$ cat src/rtl/dualrail_pkg.sv
// ----------------------------------------------------------------------------
// dualrail_pkg
// Shared definitions for the dual-rail bit sender:
//   - state encodings and the drs_state_t FSM enum
//   - rail_encode(): maps a data bit onto the {bit1, bit0} rail pair
// ----------------------------------------------------------------------------
package dualrail_pkg;

    localparam logic [2:0] ENC_FLUSH     = 3'd0;
    localparam logic [2:0] ENC_IDLE      = 3'd1;
    localparam logic [2:0] ENC_SET       = 3'd2;
    localparam logic [2:0] ENC_WAIT_ACK  = 3'd3;
    localparam logic [2:0] ENC_RTZ       = 3'd4;
    localparam logic [2:0] ENC_WAIT_NULL = 3'd5;
    localparam logic [2:0] ENC_DONE      = 3'd6;

    localparam logic [1:0] RAILS_NULL = 2'b00;

    typedef enum logic [2:0] {
        ST_FLUSH     = ENC_FLUSH,
        ST_IDLE      = ENC_IDLE,
        ST_SET       = ENC_SET,
        ST_WAIT_ACK  = ENC_WAIT_ACK,
        ST_RTZ       = ENC_RTZ,
        ST_WAIT_NULL = ENC_WAIT_NULL,
        ST_DONE      = ENC_DONE
    } drs_state_t;

    // A data bit is carried on exactly one rail: bit1 for a 1, bit0 for a 0.
    function automatic logic [1:0] rail_encode(input logic b);
        return {b, ~b};
    endfunction

endpackage

$ cat src/rtl/dualrail_sync.sv
// ----------------------------------------------------------------------------
// dualrail_sync
// STAGES-deep flop chain bringing one asynchronous acknowledge rail into the
// clk domain. Resets to 0.
// Ports:
//   clk      in  clock
//   rst      in  synchronous active-high reset
//   async_in in  asynchronous input
//   sync_out out synchronised copy, STAGES cycles behind
// ----------------------------------------------------------------------------
module dualrail_sync #(
    parameter int STAGES = 2
) (
    input  logic clk,
    input  logic rst,
    input  logic async_in,
    output logic sync_out
);

    logic [STAGES-1:0] chain_q;
    logic [STAGES-1:0] chain_d;

    // Shift the raw input in at the bottom of the chain each cycle.
    always_comb begin
        chain_d = {chain_q[STAGES-2:0], async_in};
    end

    // Chain register.
    always_ff @(posedge clk) begin
        if (rst) begin
            chain_q <= '0;
        end else begin
            chain_q <= chain_d;
        end
    end

    assign sync_out = chain_q[STAGES-1];

endmodule

$ cat src/rtl/dualrail_bit_sender.sv
// ----------------------------------------------------------------------------
// dualrail_bit_sender
// Serialises a WIDTH-bit word LSB first as four-phase return-to-zero dual-rail
// transactions towards an even-zeroes stage, and reports which parity rail
// acknowledged each bit.
// Ports:
//   clk, rst              clock, synchronous active-high reset
//   in_valid/in_ready     word handshake, in_data sent LSB first
//   bit0, bit1            registered dual-rail data rails
//   parity0, parity1      asynchronous acknowledge rails
//   res_valid/res_ready   result handshake
//   res_trace             bit i = 1 when bit i was acknowledged on parity1
//   res_par1              acknowledging rail of the final bit
//   err                   sticky fault flag (illegal code or watchdog)
// Optional build macro: DRS_TIMEOUT_EN adds a per-phase watchdog of
// TIMEOUT_CYCLES cycles in WAIT_ACK and WAIT_NULL.
// ----------------------------------------------------------------------------
module dualrail_bit_sender
    import dualrail_pkg::*;
#(
    parameter int WIDTH          = 8,
    parameter int SYNC_STAGES    = 2,
    parameter int TIMEOUT_CYCLES = 1023
) (
    input  logic             clk,
    input  logic             rst,
    input  logic             in_valid,
    output logic             in_ready,
    input  logic [WIDTH-1:0] in_data,
    output logic             bit0,
    output logic             bit1,
    input  logic             parity0,
    input  logic             parity1,
    output logic             res_valid,
    input  logic             res_ready,
    output logic [WIDTH-1:0] res_trace,
    output logic             res_par1,
    output logic             err
);

    localparam int IDX_W = (WIDTH > 1) ? $clog2(WIDTH) : 1;

    drs_state_t       state_q, state_d;
    logic [WIDTH-1:0] shift_q, shift_d;
    logic [IDX_W-1:0] idx_q, idx_d;
    logic [WIDTH-1:0] trace_q, trace_d;
    logic             par1_q, par1_d;
    logic             err_q, err_d;
    logic             bit0_q, bit0_d;
    logic             bit1_q, bit1_d;
    logic [31:0]      settle_q, settle_d;
    logic             ps0, ps1;
    logic             timeout;

    dualrail_sync #(.STAGES(SYNC_STAGES)) u_sync0 (
        .clk      (clk),
        .rst      (rst),
        .async_in (parity0),
        .sync_out (ps0)
    );

    dualrail_sync #(.STAGES(SYNC_STAGES)) u_sync1 (
        .clk      (clk),
        .rst      (rst),
        .async_in (parity1),
        .sync_out (ps1)
    );

`ifdef DRS_TIMEOUT_EN
    logic [31:0] tmo_q, tmo_d;

    // Phase counter: counts only while the FSM stays in a wait state and
    // restarts from zero whenever the state changes.
    always_comb begin
        tmo_d = '0;
        if ((state_d == state_q) &&
            ((state_q == ST_WAIT_ACK) || (state_q == ST_WAIT_NULL))) begin
            tmo_d = tmo_q + 32'd1;
        end
    end

    always_ff @(posedge clk) begin
        if (rst) begin
            tmo_q <= '0;
        end else begin
            tmo_q <= tmo_d;
        end
    end

    assign timeout = ((state_q == ST_WAIT_ACK) || (state_q == ST_WAIT_NULL)) &&
                     (tmo_q == 32'(TIMEOUT_CYCLES - 1));
`else
    assign timeout = 1'b0;
`endif

    // Next-state and datapath. FLUSH first lets the synchroniser chain refill
    // (it resets to 0, which would otherwise look like a null phase while the
    // downstream stage may still be holding an acknowledge), then waits for
    // a genuine null before offering ready.
    always_comb begin
        state_d  = state_q;
        shift_d  = shift_q;
        idx_d    = idx_q;
        trace_d  = trace_q;
        par1_d   = par1_q;
        err_d    = err_q;
        bit0_d   = bit0_q;
        bit1_d   = bit1_q;
        settle_d = settle_q;

        case (state_q)
            ST_FLUSH: begin
                {bit1_d, bit0_d} = RAILS_NULL;
                if (settle_q < 32'(SYNC_STAGES)) begin
                    settle_d = settle_q + 32'd1;
                end else if (!ps0 && !ps1) begin
                    state_d = ST_IDLE;
                end
            end
            ST_IDLE: begin
                if (in_valid) begin
                    shift_d = in_data;
                    idx_d   = '0;
                    trace_d = '0;
                    par1_d  = 1'b0;
                    state_d = ST_SET;
                end
            end
            ST_SET: begin
                {bit1_d, bit0_d} = rail_encode(shift_q[0]);
                state_d          = ST_WAIT_ACK;
            end
            ST_WAIT_ACK: begin
                if (ps0 && ps1) begin
                    err_d            = 1'b1;
                    {bit1_d, bit0_d} = RAILS_NULL;
                    settle_d         = '0;
                    state_d          = ST_FLUSH;
                end else if (ps0 ^ ps1) begin
                    trace_d[idx_q] = ps1;
                    par1_d         = ps1;
                    state_d        = ST_RTZ;
                end else if (timeout) begin
                    err_d            = 1'b1;
                    {bit1_d, bit0_d} = RAILS_NULL;
                    settle_d         = '0;
                    state_d          = ST_FLUSH;
                end
            end
            ST_RTZ: begin
                {bit1_d, bit0_d} = RAILS_NULL;
                state_d          = ST_WAIT_NULL;
            end
            ST_WAIT_NULL: begin
                if (!ps0 && !ps1) begin
                    if (idx_q == IDX_W'(WIDTH - 1)) begin
                        state_d = ST_DONE;
                    end else begin
                        idx_d   = idx_q + 1'b1;
                        shift_d = shift_q >> 1;
                        state_d = ST_SET;
                    end
                end else if (timeout) begin
                    err_d    = 1'b1;
                    settle_d = '0;
                    state_d  = ST_FLUSH;
                end
            end
            ST_DONE: begin
                if (res_ready) begin
                    state_d = ST_IDLE;
                end
            end
            default: begin
                {bit1_d, bit0_d} = RAILS_NULL;
                settle_d         = '0;
                state_d          = ST_FLUSH;
            end
        endcase
    end

    // State and datapath registers; reset drops the rails at the same edge.
    always_ff @(posedge clk) begin
        if (rst) begin
            state_q  <= ST_FLUSH;
            shift_q  <= '0;
            idx_q    <= '0;
            trace_q  <= '0;
            par1_q   <= 1'b0;
            err_q    <= 1'b0;
            bit0_q   <= 1'b0;
            bit1_q   <= 1'b0;
            settle_q <= '0;
        end else begin
            state_q  <= state_d;
            shift_q  <= shift_d;
            idx_q    <= idx_d;
            trace_q  <= trace_d;
            par1_q   <= par1_d;
            err_q    <= err_d;
            bit0_q   <= bit0_d;
            bit1_q   <= bit1_d;
            settle_q <= settle_d;
        end
    end

    assign in_ready  = (state_q == ST_IDLE);
    assign res_valid = (state_q == ST_DONE);
    assign res_trace = trace_q;
    assign res_par1  = par1_q;
    assign err       = err_q;
    assign bit0      = bit0_q;
    assign bit1      = bit1_q;

endmodule

$ cat config.mk
export PLATFORM = sky130hd
export DESIGN_NAME = dualrail_bit_sender
export DESIGN_NICKNAME = d
export VERILOG_FILES = /design/src/rtl/dualrail_pkg.sv /design/src/rtl/dualrail_sync.sv /design/src/rtl/dualrail_bit_sender.sv
export SDC_FILE = /design/constraint.sdc
export NUM_CORES = 1
export LEC_CHECK = 0
export ABC_AREA = 1
export BUFFER_PORTS_ARGS = -buffer_cell sky130_fd_sc_hd__buf_2
export CORE_AREA = 2 2 91 71
export CTS_CLUSTER_SIZE = 40
export DETAILED_ROUTE_END_ITERATION = 6
export DIE_AREA = 0 0 93 73
export GPL_TIMING_DRIVEN = 0
export PLACE_DENSITY = 0.65
export SYNTH_ARGS = -nofsm -noshare
export SYNTH_HDL_FRONTEND = slang
export SYNTH_SLANG_ARGS = --single-unit
$ cat constraint.sdc
create_clock -name clk -period 1.6 [get_ports clk]
set_clock_uncertainty 0.2 [all_clocks]
set_input_delay 0.32 -clock clk [delete_from_list [all_inputs] [get_ports clk]]
set_output_delay 0.32 -clock clk [all_outputs]
set_load 0.02 [all_outputs]
==> impl_metrics.py <==
metrics = {
    "run_status": {
        "outcome": "finished with violations",
        "violations": "setup timing",
    },
    "setup_path": {
        "required_ns": 1.61,
        "crit_cells": 9,
        "r2r-end": "settle_q[2]",
        "worst_setup_path_start_kind": "flop",
        "cp_max_fo": 8,
        "worstPathCellList": "nor2_1, nand2_1, nor2_2, nand3_2, o21bai_4, nand2_4, buf_6, nand2_2, a21oi_1",
        "cp_data_arrival_time_ns": 1.68,
        "cp-startpoint": "settle_q[16]",
        "slowest_delay_ns": 0.32,
        "reg2reg_depth": 9,
        "crit_type": "reg2reg",
        "end_kind": "flop",
        "cp_top_family": "simple AND/OR/NAND/NOR gates",
        "critPathBufInv": 1,
        "ff2ff_setup_slack_ns": -0.07,
        "crit_end": "settle_q[2]",
        "cpMaxStageDelayCell": "dfxtp_1",
        "r2r-start": "settle_q[16]",
    },
    "finish": {
        "fin_nets": 424,
        "antenna_cells": 0,
        "drive_gt1_share_pct": 41.2,
        "nFillCells": 527,
        "area_growth_pct": 40.5,
    },
    "clocking": {
        "cts_tree": "done",
        "cts_buffers": 9,
        "cts_buffer_depth": 2,
        "cts_root_buffer": "clkbuf_8",
        "htreeDepth": 3,
        "clock_sinks": 62,
        "clk_pin_slew_worst_paths_ns": 0.07,
        "clk_latency_ns": 0.35,
    },
    "synthesis": {
        "ys_types": 28,
        "synth_nets": 361,
        "synthFlopType": "dfxtp_1",
        "synth_top_area_share_pct": 48.0,
        "ys_warn_count": 0,
        "yosys.area_share.simple_pct": 28.8,
        "avgSynthCellArea_um2": 7.59,
        "synth_top_family_by_area": "simple AND/OR/NAND/NOR gates",
        "synthMuxAreaShare_pct": 0,
        "yosys-top-cells-count": "71 x nand2_1, 63 x nor2_1, 62 x dfxtp_1",
        "synth_compound_gate_area_share_pct": 12.3,
        "yosysTopAreaCell": "dfxtp_1",
        "synth-seq-cells": 62,
        "synthCells": 341,
        "synth_fa_ha_area_share_pct": 2.90,
        "synth.area.top_cells": "dfxtp_1 48%, nand2_1 10%, nor2_1 9.1%",
        "seq_area_frac_synth_pct": 48.0,
        "synthArstFlopShare_pct": 0,
        "syn-cell-area_um2": 2590,
        "yosys.area_share.xor_xnor_pct": 0.338,
        "yosysMostFrequentCell": "nand2_1",
        "synth_edf_count": 0,
    },
    "floorplan": {
        "die_w_um": 93,
        "std_cell_rows": 25,
        "fp.coreArea_um2": 6010,
        "io-pin-count": 28,
        "initial_core_util_pct": 43.1,
        "die_y_um": 73,
        "die_area_um2": 6790,
    },
    "worst_hold_path": {
        "hold_path_class": "in2reg",
        "hold_depth": 3,
    },
    "global_routing": {
        "grt.overflow.total": 0,
        "grt_pass1_wl_um": 10300,
        "grt_pass1_vias": 2295,
        "grtUsageTotal_pct": 19.9,
        "antenna_found_initial": 0,
        "grt_max_degree": 11,
    },
    "timing": {
        "final-hold-violation-count": 0,
        "rsz0062_at_grt": "yes",
        "tightest_slew_ns": 0.670,
        "holdWs_ns": 0.111,
        "setup_ws_ns": -0.0718,
        "min_period_over_period_pct": 104,
        "period_minus_slack_ns": 1.67,
        "slew_viol_final": 0,
        "maxSlewHeadroom_pct": 55.3,
        "finalSetupViolations": 42,
        "max_clock_freq_mhz": 598,
    },
    "drt": {
        "first_iter_violations": 92,
        "drt_wl_total_um": 6390,
        "antenna_left": 0,
        "vias_per_cell": 4.88,
        "drc": 0,
        "dr.pass1.iters": 4,
        "post_drt_wl_per_cell_um": 13.1,
        "vias": 2385,
    },
    "placed_design": {
        "io_buffers": 26,
        "preCtsSetupSlack_ns": -0.264,
        "place_hpwl_um": 3580,
        "place.gp.congestion": 0.853,
    },
    "power_and_ir_drop": {
        "vdd_drop_max_v": 0.000616,
        "p_leak_nw": 1.51,
        "powerDensity_nw_per_um2": 1630,
    },
    "job": {
        "cap_violations": 0,
    },
}
placed cells by master (no fill, tap or decap), drive strengths merged, types with 2 or more instances in the layout:
| master | Yosys | routed |
|---|---|---|
| nor2 | 67 | 68 |
| dfxtp | 62 | 62 |
| dlygate4sd3 | 0 | 2 |
| clkbuf | 7 | 21 |
| inv | 32 | 32 |
| o21ai | 23 | 23 |
| ha | 6 | 6 |
| nand3b | 2 | 2 |
| a21oi | 29 | 29 |
| a211oi | 4 | 4 |
| nand2 | 75 | 75 |
| buf | 5 | 54 |
| nor3 | 11 | 11 |
| or2 | 2 | 2 |
| nand3 | 13 | 13 |
timing repair:
| item | in CTS | in global routing |
|---|---|---|
| endpoints found under the setup margin | 59 | 59 |
| gates resized for setup | 97 | 49 |
| hold buffers | 2 | 0 |
| pin swaps | 10 | 30 |
| gates cloned | 6 | 0 |
| buffers inserted | 13 | 5 |
| endpoints found under the hold margin | 2 | 0 |
power by group:
group / internal (mW) / switching (mW)
clock network: 0.637 / 0.567
registers: 1.74 / 0.201
logic: 1.20 / 1.56
metal layers:
metal | routed length (µm) | up-vias | global-route usage [%]
met5 | 0 | - | 0
met4 | 110 | 0 | 8.17
met3 | 295 | 12 | 6.40
met2 | 3130 | 45 | 32.9
met1 | 2850 | 1117 | 24.2
li1 | - | 1211 | -
registers in the layout, summed over array words and instances, names as in the netlist:
signal	cells
bit0	1
bit1	1
err	1
idx_q	3
res_par1	1
res_trace	8
settle_q	32
shift_q	8
state_q	3
u_sync0.chain_q	2
u_sync1.chain_q	2
how the worst min path moves through the flow:
stage / slack [ns] / start / to
3_5_place_dp: 0.20 / u_sync0.chain_q[0] / u_sync0.chain_q[1]
3_3_place_gp: 0.19 / u_sync0.chain_q[0] / u_sync0.chain_q[1]
6_report: 0.11 / in_data[7] / shift_q[7]
2_1_floorplan: 0.19 / u_sync0.chain_q[0] / u_sync0.chain_q[1]
4_1_cts: 0.06 / in_data[7] / shift_q[7]
5_1_grt: 0.10 / in_data[7] / shift_q[7]
worst min-delay path: stages:
cell and delay [ns]:
buf_2 0.12, a21oi_4 0.13, a211oi_2 0.04
through the flow:
stage	total power, mW	cells	area (µm²)	util (%)	TNS (ns)
3_3_place_gp	3.44	448	2830	47.1	-7.56
4_1_cts	5.62	484	3440	57.3	-0.672
2_1_floorplan	3.13	341	2600	-	-0.00888
5_1_grt	6.26	489	3640	60.5	-5.94
6_report	5.92	489	3640	60.5	-1.52
3_5_place_dp	3.47	448	2830	47.1	-8.51
cell type report:
cell class                      instances  area [µm²]  area share [%]
Buffer                                 12        83.8            2.31
Clock buffer                           14         163            4.47
Clock inverter                          1        5.00           0.138
Inverter                               32         130            3.58
Multi-Input combinational cell        236        1520            41.8
Sequential cell                        62        1270            34.8
Tap cell                               81         101            2.79
Timing Repair Buffer                   51         367            10.1
logic make-up after synthesis:
kind of cell             count (synthesis)
AO/OA/AOI/OAI                           58
XOR/XNOR                                 1
adder cells (fa/ha/maj)                  6
buffers and inverters                   44
flip-flops                              62
AND/OR/NAND/NOR                        170
Power figures use the tool's default switching activity.
